[src/rtl/fib_pkg.sv]
// Shared definitions for the Fibonacci generator and its inverse (fib_index).
package fib_pkg;

  localparam int FIB_W       = 20;
  localparam int IDX_W       = 5;
  localparam int FIB_MAX_IDX = 30;

  localparam logic [1:0] ST_IDLE = 2'd0;
  localparam logic [1:0] ST_OP   = 2'd1;
  localparam logic [1:0] ST_DONE = 2'd2;

endpackage

[src/rtl/fib_index.sv]
// Inverse Fibonacci: largest i with fib(i) <= f_in, plus an exact-match flag.
//
// state   | meaning
// --------+-----------------------------------------------------------
// ST_IDLE | ready=1, waiting for start; f_in captured on accept
// ST_OP   | walk t0/t1 up the sequence until t1 exceeds captured value
// ST_DONE | done_tick=1 for one cycle, i_out/exact valid
module fib_index
  import fib_pkg::*;
#(
  parameter int W = FIB_W
) (
  input  logic             clk,
  input  logic             reset,
  input  logic             start,
  input  logic [W-1:0]     f_in,
  output logic [IDX_W-1:0] i_out,
  output logic             exact,
  output logic             ready,
  output logic             done_tick
);

  logic [1:0]       state_q, state_d;
  logic [W:0]       t0_q, t0_d;
  logic [W:0]       t1_q, t1_d;
  logic [IDX_W-1:0] n_q, n_d;
  logic [W-1:0]     fr_q, fr_d;
  logic [IDX_W-1:0] i_q, i_d;
  logic             exact_q, exact_d;

  // t1 <= fr < 2^W whenever the sum is used, so W+1 bits cannot overflow
  logic [W:0] sum;
  logic       past;

  assign sum  = t0_q + t1_q;
  assign past = t1_q > {1'b0, fr_q};

  always_comb begin
    state_d = state_q;
    t0_d    = t0_q;
    t1_d    = t1_q;
    n_d     = n_q;
    fr_d    = fr_q;
    i_d     = i_q;
    exact_d = exact_q;
    case (state_q)
      ST_IDLE: begin
        if (start) begin
          fr_d    = f_in;
          t0_d    = '0;
          t1_d    = (W+1)'(1);
          n_d     = '0;
          state_d = ST_OP;
        end
      end
      ST_OP: begin
        if (past) begin
          i_d     = n_q;
          exact_d = (t0_q == {1'b0, fr_q});
          state_d = ST_DONE;
        end else begin
          t0_d = t1_q;
          t1_d = sum;
          n_d  = n_q + IDX_W'(1);
        end
      end
      ST_DONE: state_d = ST_IDLE;
      default: state_d = ST_IDLE;
    endcase
  end

  always_ff @(posedge clk) begin
    if (reset) begin
      state_q <= ST_IDLE;
      t0_q    <= '0;
      t1_q    <= '0;
      n_q     <= '0;
      fr_q    <= '0;
      i_q     <= '0;
      exact_q <= 1'b0;
    end else begin
      state_q <= state_d;
      t0_q    <= t0_d;
      t1_q    <= t1_d;
      n_q     <= n_d;
      fr_q    <= fr_d;
      i_q     <= i_d;
      exact_q <= exact_d;
    end
  end

  assign ready     = (state_q == ST_IDLE);
  assign done_tick = (state_q == ST_DONE);
  assign i_out     = i_q;
  assign exact     = exact_q;

endmodule
[config.mk]
export PLATFORM = sky130hd
export DESIGN_NAME = fib_index
export DESIGN_NICKNAME = d
export VERILOG_FILES = /design/src/rtl/fib_pkg.sv /design/src/rtl/fib_index.sv
export SDC_FILE = /design/constraint.sdc
export NUM_CORES = 1
export LEC_CHECK = 0
export CAP_MARGIN = 20
export CORE_ASPECT_RATIO = 0.9
export CORE_MARGIN = 1.5
export CORE_UTILIZATION = 40
export DETAILED_ROUTE_END_ITERATION = 16
export GPL_TIMING_DRIVEN = 0
export SYNTH_ARGS = -nofsm -noshare
export SYNTH_HDL_FRONTEND = slang
export SYNTH_SLANG_ARGS = --single-unit
[constraint.sdc]
create_clock -name clk -period 2.65 [get_ports clk]
set_input_delay 0.53 -clock clk [delete_from_list [all_inputs] [get_ports clk]]
set_output_delay 0.53 -clock clk [all_outputs]
set_load 0.02 [all_outputs]
# --- Word level (Yosys, flattened, before mapping) ---
# Index checks and enable logic that the tools add are counted.
# W data, S select, Z words.
word_totals:
  ff_bits: 75
  output_inout_bits: 8
op_classes:
  addsub: 2
  magnitude_cmp: 1
  eq_ne: 6
  mux: 12
  reduce_logical: 6
op_table:
  columns: ["operator", "count"]
  rows:
  - ["$mux W21", 4]
  - ["$pmux W21 S2", 2]
  - ["$add A21 B21 Y21", 1]
  - ["$eq A21 B20 Y1", 1]
  - ["$gt A21 B20 Y1", 1]
  - ["$mux W5", 2]
  - ["$pmux W5 S2", 1]
  - ["$ne A2 B2 Y1 const B", 3]
  - ["$reduce_and A2 Y1", 3]
  - ["$add A5 B1 Y5 const B", 1]
  - ["$mux W2", 2]
  - ["$pmux W2 S2", 1]
  - ["$reduce_and A3 Y1", 1]
  - ["$eq A2 B1 Y1 const B", 1]
  - ["$eq A2 B2 Y1 const B", 1]
  - ["$logic_not A2 Y1", 1]
  - ["$reduce_bool A2 Y1", 1]

# --- Depth between registers and ports, before layout ---
# Gate-level depths: netlist of run 1.
depth:
  depth_word: 3
  mapped_depth: 11
  mapped_depth_nobuf: 11

# --- Least setup slack after synthesis of run 1 ---
# No wires, ideal clock.
synth_timing:
  path_kind: "reg2reg"
  from: "register t0_q[0]"
  to: "register t1_q[20]"
  setup_ns: 0.128
  arrival_time_ns: 2.081
  slack_ns: 0.441
  path_stages_with_launch: 12
  path_buffers: 0
  period_less_slack_ns: 2.209
  path_cell_list: "dfxtp_1 -> ha_1 -> inv_1 -> fa_1 -> nor2b_1 -> o2111ai_1 -> and4_1 -> o21ai_1 -> a221oi_1 -> xnor2_1 -> a22oi_1 -> nor2_1"
synth_via:
  elab_chain_cells: 3
synth_lines:
  columns: ["element", "line_no", "rtl"]
  rows:
  - ["from (decl)", "fib_index.sv:24", "logic [W:0] t0_q, t0_d;"]
  - ["from (signal assigned)", "fib_index.sv:83", "t0_q <= t0_d;"]
  - ["$add A21 B21 Y21", "fib_index.sv:35", "assign sum = t0_q + t1_q;"]
  - ["$mux W21", "fib_index.sv:57", "if (past) begin"]
  - ["$pmux W21 S2", "fib_index.sv:46", "case (state_q)"]
  - ["to (signal assigned)", "fib_index.sv:84", "t1_q <= t1_d;"]
  - ["to (decl)", "fib_index.sv:25", "logic [W:0] t1_q, t1_d;"]
# No other way between the ends. The select of a mux whose other input is x is not followed.
# A chain may end at the register's enable or synchronous reset.

# --- Worst setup path in the final report of run 1 ---
layout_timing:
  from: "register t1_q[1]"
  to: "register t1_q[17]"
layout_via:
  elab_chain_cells: 3
  word_cells_on_any_way: 6
  classes_between: "add/sub: 1; order compare: 1; eq/ne: 1; mux: 2; reduce/logical: 1"
layout_lines:
  columns: ["element", "line_no"]
  rows:
  - ["$add A21 B21 Y21 or $gt A21 B20 Y1 (tied branches)", "fib_index.sv:35, fib_index.sv:36"]
  - ["$mux W21 or $ne A2 B2 Y1 (tied branches)", null]
  - ["$pmux W21 S2 or $reduce_and A3 Y1 (tied branches)", null]
# Several ways; a longest one is shown, not always the timed one. The select of a mux whose other input is x is not followed.

==> results of run 1 <==
==> per-layer routing <==
metal  vias to the layer above  wire length [µm]  share of wire  GRT usage
li1                       1997                 -              -          -
met1                      1867              6010           0.50      0.305
met2                        74              5240           0.44      0.341
met3                        11               586          0.049     0.0320
met4                         0               139          0.012     0.0663
met5                         -                 0              0          0
==> stage by stage <==
stage | instance area (µm²) | std cells | utilization | worst slack [ns] | setup TNS (ns)
2_1_floorplan | 4360 | 546 | - | 0.441 | 0
3_3_place_gp | 4820 | 705 | 0.462 | 0.00782 | 0
3_5_place_dp | 4820 | 705 | 0.462 | -0.0466 | -0.226
4_1_cts | 5110 | 721 | 0.490 | 0.0455 | 0
5_1_grt | 5170 | 724 | 0.496 | -0.0148 | -0.0148
6_report | 5170 | 724 | 0.496 | 0.133 | 0
==> power by group <==
part	leakage, nW	switching, mW	internal [mW]	total, mW
combinational	1.40	0.357	0.205	0.563
clock	0.128	0.507	0.634	1.14
sequential	0.608	0.0410	1.16	1.20
==> worst max-delay path by stage <==
stage	endpoint	cells after the start	startpoint	slack, ns
global route	t1_q[14]	11	t1_q[0]	-0.01
floorplan	t1_q[20]	11	t0_q[0]	0.44
detailed placement	t1_q[5]	10	fr_q[18]	-0.05
global placement	t1_q[5]	10	fr_q[18]	0.008
finish	t1_q[17]	9	t1_q[1]	0.13
CTS	t1_q[15]	9	t1_q[1]	0.05
==> cells in the mapped netlist (all sizes together), types with 9 or more instances <==
cell type,instances,share of area
o21ai,15,0.018
a21o,9,0.016
xor2,22,0.044
xnor2,16,0.032
ha,41,0.12
inv,28,0.024
a21oi,77,0.089
nor3,9,0.010
dfxtp,75,0.34
nand2,90,0.078
nand3,39,0.045
nor2,29,0.025
clkbuf,19,0.016
==> cell type report <==
| cell class | count | area (µm²) |
|---|---|---|
| Fill cell | 1022 | 5250 |
| Inverter | 28 | 105 |
| Sequential cell | 75 | 1500 |
| Clock inverter | 6 | 42.5 |
| Clock buffer | 10 | 229 |
| Timing Repair Buffer | 33 | 335 |
| Tap cell | 129 | 161 |
| Multi-Input combinational cell | 418 | 2670 |
| Buffer | 25 | 129 |
==> worst reg2reg max path, delay by kind of cell, from the launching register on <==
kind                       cells  cell delay (ns)
AOI/OAI and AO/OA              5             1.05
and+or+nand+nor                2             0.58
DFF                            1             0.40
adders and majority gates      1             0.27
xor gates and xnor gates       1             0.15
==> registers in the layout, indices dropped and copies added, names as in the netlist <==
register and cells:
i_out 5, fr_q 20, t0_q 21, state_q 2
n_q 5, t1_q 21, exact 1
==> cell families after synthesis <==
kind of cell | after synthesis | synth area share
simple gates | 198 | 0.208
compound gates | 134 | 0.182
flops | 75 | 0.345
buf+inv | 53 | 0.0528
fa+ha+maj | 42 | 0.122
mux | 6 | 0.0138
xor+xnor | 38 | 0.0764
==> repair_timing <==
action | 4_1_cts | 5_1_grt
setup buffers | 0 | 3
resized for setup | 6 | 12
pin swaps | 0 | 1
endpoints found under the setup margin | 28 | 24
==> qor.yml, run 1 <==
grt:
  grt_pass1_wl_mm: 19.2
  grt_pass1_vias: 3751
  grt_antenna_before_repair: 0
  grt.overflow.total: 0
  grt_use_total: 0.215
  grt_start_max_net_pins: 14
sta:
  slew_violations: 0
  worst_slew_pin_slew_ns: 0.670
  final_hold_viol_count: 0
  maxSlewHeadroom: 0.553
  max_freq_ghz: 0.397
  finalCriticalPeriod_ns: 2.52
  fin_worst_skew_ns: 0.00698
  finalCritPeriodShare: 0.950
  whs_ns: 0.485
  setup_viol: 0
setup_path:
  cp.arrival_ns: 2.78
  path_class: "register to register"
  startpoint_type: "register"
  slowest_stage: "or4_1"
  r2r_cells: 9
  path_cells: "ha_1, a21oi_2, o211ai_1, or4_1, a21o_1, a31oi_1, xnor2_1, nand2_1, a21oi_1"
  critPathTopFamily: "compound AO/OA/AOI/OAI gates"
  reg2reg_slack_ns: 0.13
  end_kind: "register"
  path_max_fanout: 5
  reg2reg_from: "t1_q[1]"
  crit_buf_inv: 0
  worstReg2RegEnd: "t1_q[17]"
  cp.required_ns: 2.91
  cp_slowest_stage_delay_ns: 0.51
final_layout:
  final_common_cell: "nand2_1"
  drive_above_1_share: 0.0672
  final_nets: 655
  synthToLayoutAreaGrowth_pct: 18.7
  layout_common_cells: "nand2_1 (89), dfxtp_1 (74), a21oi_1 (73), ha_1 (40), nand3_1 (39)"
  diodes: 0
worst_hold_path:
  hp-class: "register to register"
  worstHoldEndpoint: "fr_q[2]"
  worstHoldStart: "fr_q[2]"
  whs_path_depth: 2
synth:
  yosys_warnings: 0
  ys_seq_area_frac: 0.345
  synth.cell_area_um2: 4360
  avgSynthCellArea_um2: 7.98
  synth_fp_nets: 611
  async_flop_share: 0
  synth-seq-cells: 75
  ys_types: 47
  synth-edff-count: 0
  synth_ff_type: "dfxtp_1"
  synth_cells: 546
detailed_routing:
  drc_errors: 0
  ant_nets: 0
  wl_mm: 12.0
  drt_first_pass_iters: 4
  via_per_inst: 5.45
  num_vias: 3949
  post_drt_wl_per_cell_um: 16.5
  drtIter0Drc: 223
placement:
  gp_congestion: 0.887
  post-dp-hpwl_mm: 8.96
  port_buffers: 30
run:
  max_cap_viol_count: 0
floorplan:
  ios: 31
  die_w_um: 113
  rows: 35
  die_area_um2: 11500
  core-area_um2: 10400
  initial_utilization: 0.418
  fp.dieH_um: 102
power:
  p_per_area_nw_per_um2: 562
  p_total_mw: 2.91
  p_leak_nw: 2.14
  ir_drop_mv: 0.295
cts:
  cts_buffer_depth: 2
  cts_sinks: 75
  ctsHtreeMaxLevel: 3
  clk_latency_ns: 0.34
  cts-root-buf: "clkbuf_16"
  clk_pin_slew_worst_paths_ns: 0.06
  cts_tree: "built"
  cts_buffers: 9
  ctsHoldBuffers: 0
status:
  outcome: "finished clean"
Note: power is estimated with default switching activity, not from simulation.
==> run 2, diff against run 1 <==
ABC_AREA = 1   (was default)
CORE_UTILIZATION = 50   (was 40)
PLACE_DENSITY = 0.69   (was default)
==> run 2 against run 1 <==
Against the previous run: sequential share of layout area fell by 4.4 points; cell count is 41% higher; die area shrank 2.5%; global-route usage grew 9.1 points; highest routed layer unchanged; maximum frequency up 5.2%; total power rose by 84%; area after synthesis up 22%; largest cell class unchanged.
==> qor.yml, run 2 <==
status:
  outcome: "finished clean"
worst_hold_path:
  hp-class: "register to register"
  whs_path_depth: 2  # unchanged
  worstHoldEndpoint: "i_out[3]"
  worstHoldStart: "i_out[3]"
sta:
  worst_slew_pin_slew_ns: 0.615  # -0.0550 ns
  slew_violations: 0  # unchanged
  setup_viol: 0  # unchanged
  max_freq_ghz: 0.418  # +5.2%
  finalCritPeriodShare: 0.903  # -0.0466
  final_hold_viol_count: 0  # unchanged
  maxSlewHeadroom: 0.590  # +0.0366
  whs_ns: 0.463  # -0.0221 ns
  rsz0062_at_grt: "false"
  finalCriticalPeriod_ns: 2.39  # -0.123 ns
  setup_tns_ns: 0  # unchanged
  fin_worst_skew_ns: 0.00553  # -0.00144 ns
floorplan:
  ios: 31  # unchanged
  die_area_um2: 11200  # -2.5%
  die_w_um: 112  # -1.2%
  rows: 35  # unchanged
  initial_utilization: 0.516  # +0.0977
  core-area_um2: 10300  # -1.3%
  fp.dieH_um: 101  # -1.2%
cts:
  cts_buffer_depth: 2  # unchanged
  cts_sinks: 75  # unchanged
  cts_tree: "built"
  cts_buffers: 9  # unchanged
  ctsResizeCount: 0  # -6
  clk_pin_slew_worst_paths_ns: 0.06  # about the same
  ctsHoldBuffers: 0  # unchanged
  cts-root-buf: "clkbuf_16"
  ctsHtreeMaxLevel: 3  # unchanged
  cts_setup_buffers: 0  # unchanged
  clk_latency_ns: 0.34  # about the same
detailed_routing:
  via_per_inst: 5.48  # +0.48%
  num_vias: 5612  # +42%
  ant_nets: 0  # unchanged
  drt_first_pass_iters: 7  # +3
  drtIter0Drc: 479  # +110%
  drc_errors: 0  # unchanged
  wl_mm: 16.9  # +41%
  post_drt_wl_per_cell_um: 16.5  # -0.26%
synth:
  synth_top_area_cell: "dfxtp_1"
  avgSynthCellArea_um2: 6.25  # -22%
  ys_types: 28  # -40%
  synth_top_cell_area_share: 0.283  # -0.0617
  synth.cell_area_um2: 5310  # +22%
  yosys_warnings: 0  # unchanged
  async_flop_share: 0  # unchanged
  ys_seq_area_frac: 0.283  # -0.0617
  netlist_top_cells_count: "nand2_1 (210), inv_1 (118), nor2_1 (103)"
  synth_cells: 850  # +56%
  synth-seq-cells: 75  # unchanged
  synth_area_leaders: "dfxtp_1 (28%), nand2_1 (15%), ha_1 (9.7%)"
  synth_most_common_cell: "nand2_1"
  synth_fp_nets: 915  # +50%
  synth-edff-count: 0  # unchanged
  synth_ff_type: "dfxtp_1"
setup_path:
  end_kind: "register"
  cp.required_ns: 2.88  # -0.03 ns
  cp.arrival_ns: 2.62  # -0.16 ns
  worstReg2RegEnd: "t1_q[16]"
  startpoint_type: "register"
  reg2reg_slack_ns: 0.26  # +0.12 ns
  r2r_cells: 15  # +6
  reg2reg_from: "t0_q[0]"
  path_max_fanout: 5  # unchanged
  path_class: "register to register"
final_layout:
  final_nets: 955  # +46%
  fin_area_um2: 6090  # +18%
  layout_common_cells: "nand2_1 (210), inv_1 (118), nor2_1 (103), a21oi_1 (97), dfxtp_1 (75)"
  num-fill-cells: 1036  # +1.4%
  diodes: 0  # unchanged
  final_common_cell: "nand2_1"
  reg_top3: "t0_q: 21 flops, t1_q: 21 flops, fr_q: 20 flops"
  multiInputGateArea_um2: 3190  # +20%
  synthToLayoutAreaGrowth_pct: 14.8
  register_area_um2: 1500  # about the same
  drive_above_1_share: 0.0547  # -0.0125
grt:
  grt_start_max_net_pins: 14  # unchanged
  grt_use_total: 0.306  # +0.0906
  grt.overflow.total: 0  # unchanged
  grt_pass1_wl_mm: 26.5  # +39%
  grt_antenna_before_repair: 0  # unchanged
  grt_pass1_vias: 5151  # +37%
placement:
  post-dp-hpwl_mm: 13.2  # +48%
  port_buffers: 29  # -3.3%
  dpl_cell_area_um2: 5760  # +20%
  gp_congestion: 0.912  # +2.8%
power:
  p_leak_nw: 2.90  # +35%
  p_per_area_nw_per_um2: 876  # +56%
  ir_drop_mv: 0.374  # +27%
  p_total_mw: 5.34  # +84%
run:
  max_cap_viol_count: 0  # unchanged
-- run 2: metrics by stage --
step	std cells	setup slack (ns)	util
3_3_place_gp	1008	0.237	0.560
6_report	1024	0.256	0.592
5_1_grt	1024	0.0683	0.592
4_1_cts	1024	0.217	0.592
2_1_floorplan	850	0.764	-
3_5_place_dp	1008	0.239	0.560
-- run 2: worst max-delay path by stage --
stage	start	endpoint	slack, ns	cells after the start
floorplan	t0_q[0]	t1_q[12]	0.76	15
global placement	start	fr_q[18]	0.24	5
detailed placement	start	fr_q[19]	0.24	5
CTS	t0_q[0]	t1_q[12]	0.22	15
global route	t0_q[0]	t1_q[16]	0.07	15
finish	t0_q[0]	t1_q[16]	0.26	15
-- run 2: metal layers --
layer  track usage  up-vias  part of all wire
li1              -     2820                 -
met1         0.414     2558              0.47
met2         0.509      205              0.44
met3        0.0451       29             0.072
met4        0.0925        0             0.019
met5             0        -                 0
-- run 2: logic make-up after synthesis --
logic type                 Yosys count  share of synthesized area
DFF                                 75                      0.283
AOI/OAI and AO/OA                  141                      0.137
and+or+nand+nor                    425                      0.346
adders and majority gates           42                      0.100
buffers and inverters              157                      0.117
xor gates and xnor gates            10                     0.0165
-- run 2: worst max-delay path: stages, from the launching register on --
cell	delay (ns)
dfxtp_1	0.39
ha_1	0.28
inv_1	0.09
fa_1	0.42
inv_1	0.14
nand3_1	0.11
nand3_2	0.14
nand2_1	0.06
nand2_1	0.12
nand2_1	0.08
nand2_1	0.12
nand2_1	0.06
nand2_1	0.05
nor2_1	0.05
a21oi_1	0.11
nor2_1	0.06
-- run 2: cell type report --
type,count,area share
Clock inverter,5,0.0140
Tap cell,129,0.0265
Sequential cell,75,0.246
Clock buffer,11,0.0398
Inverter,123,0.0758
Buffer,34,0.0261
Multi-Input combinational cell,618,0.524
Timing Repair Buffer,29,0.0476
-- run 2: where the power goes --
group	internal (mW)	switching, mW	leakage, nW
sequential	1.35	0.247	0.617
clock	0.856	0.512	0.156
combinational	0.826	1.55	2.12
total	3.03	2.31	2.90
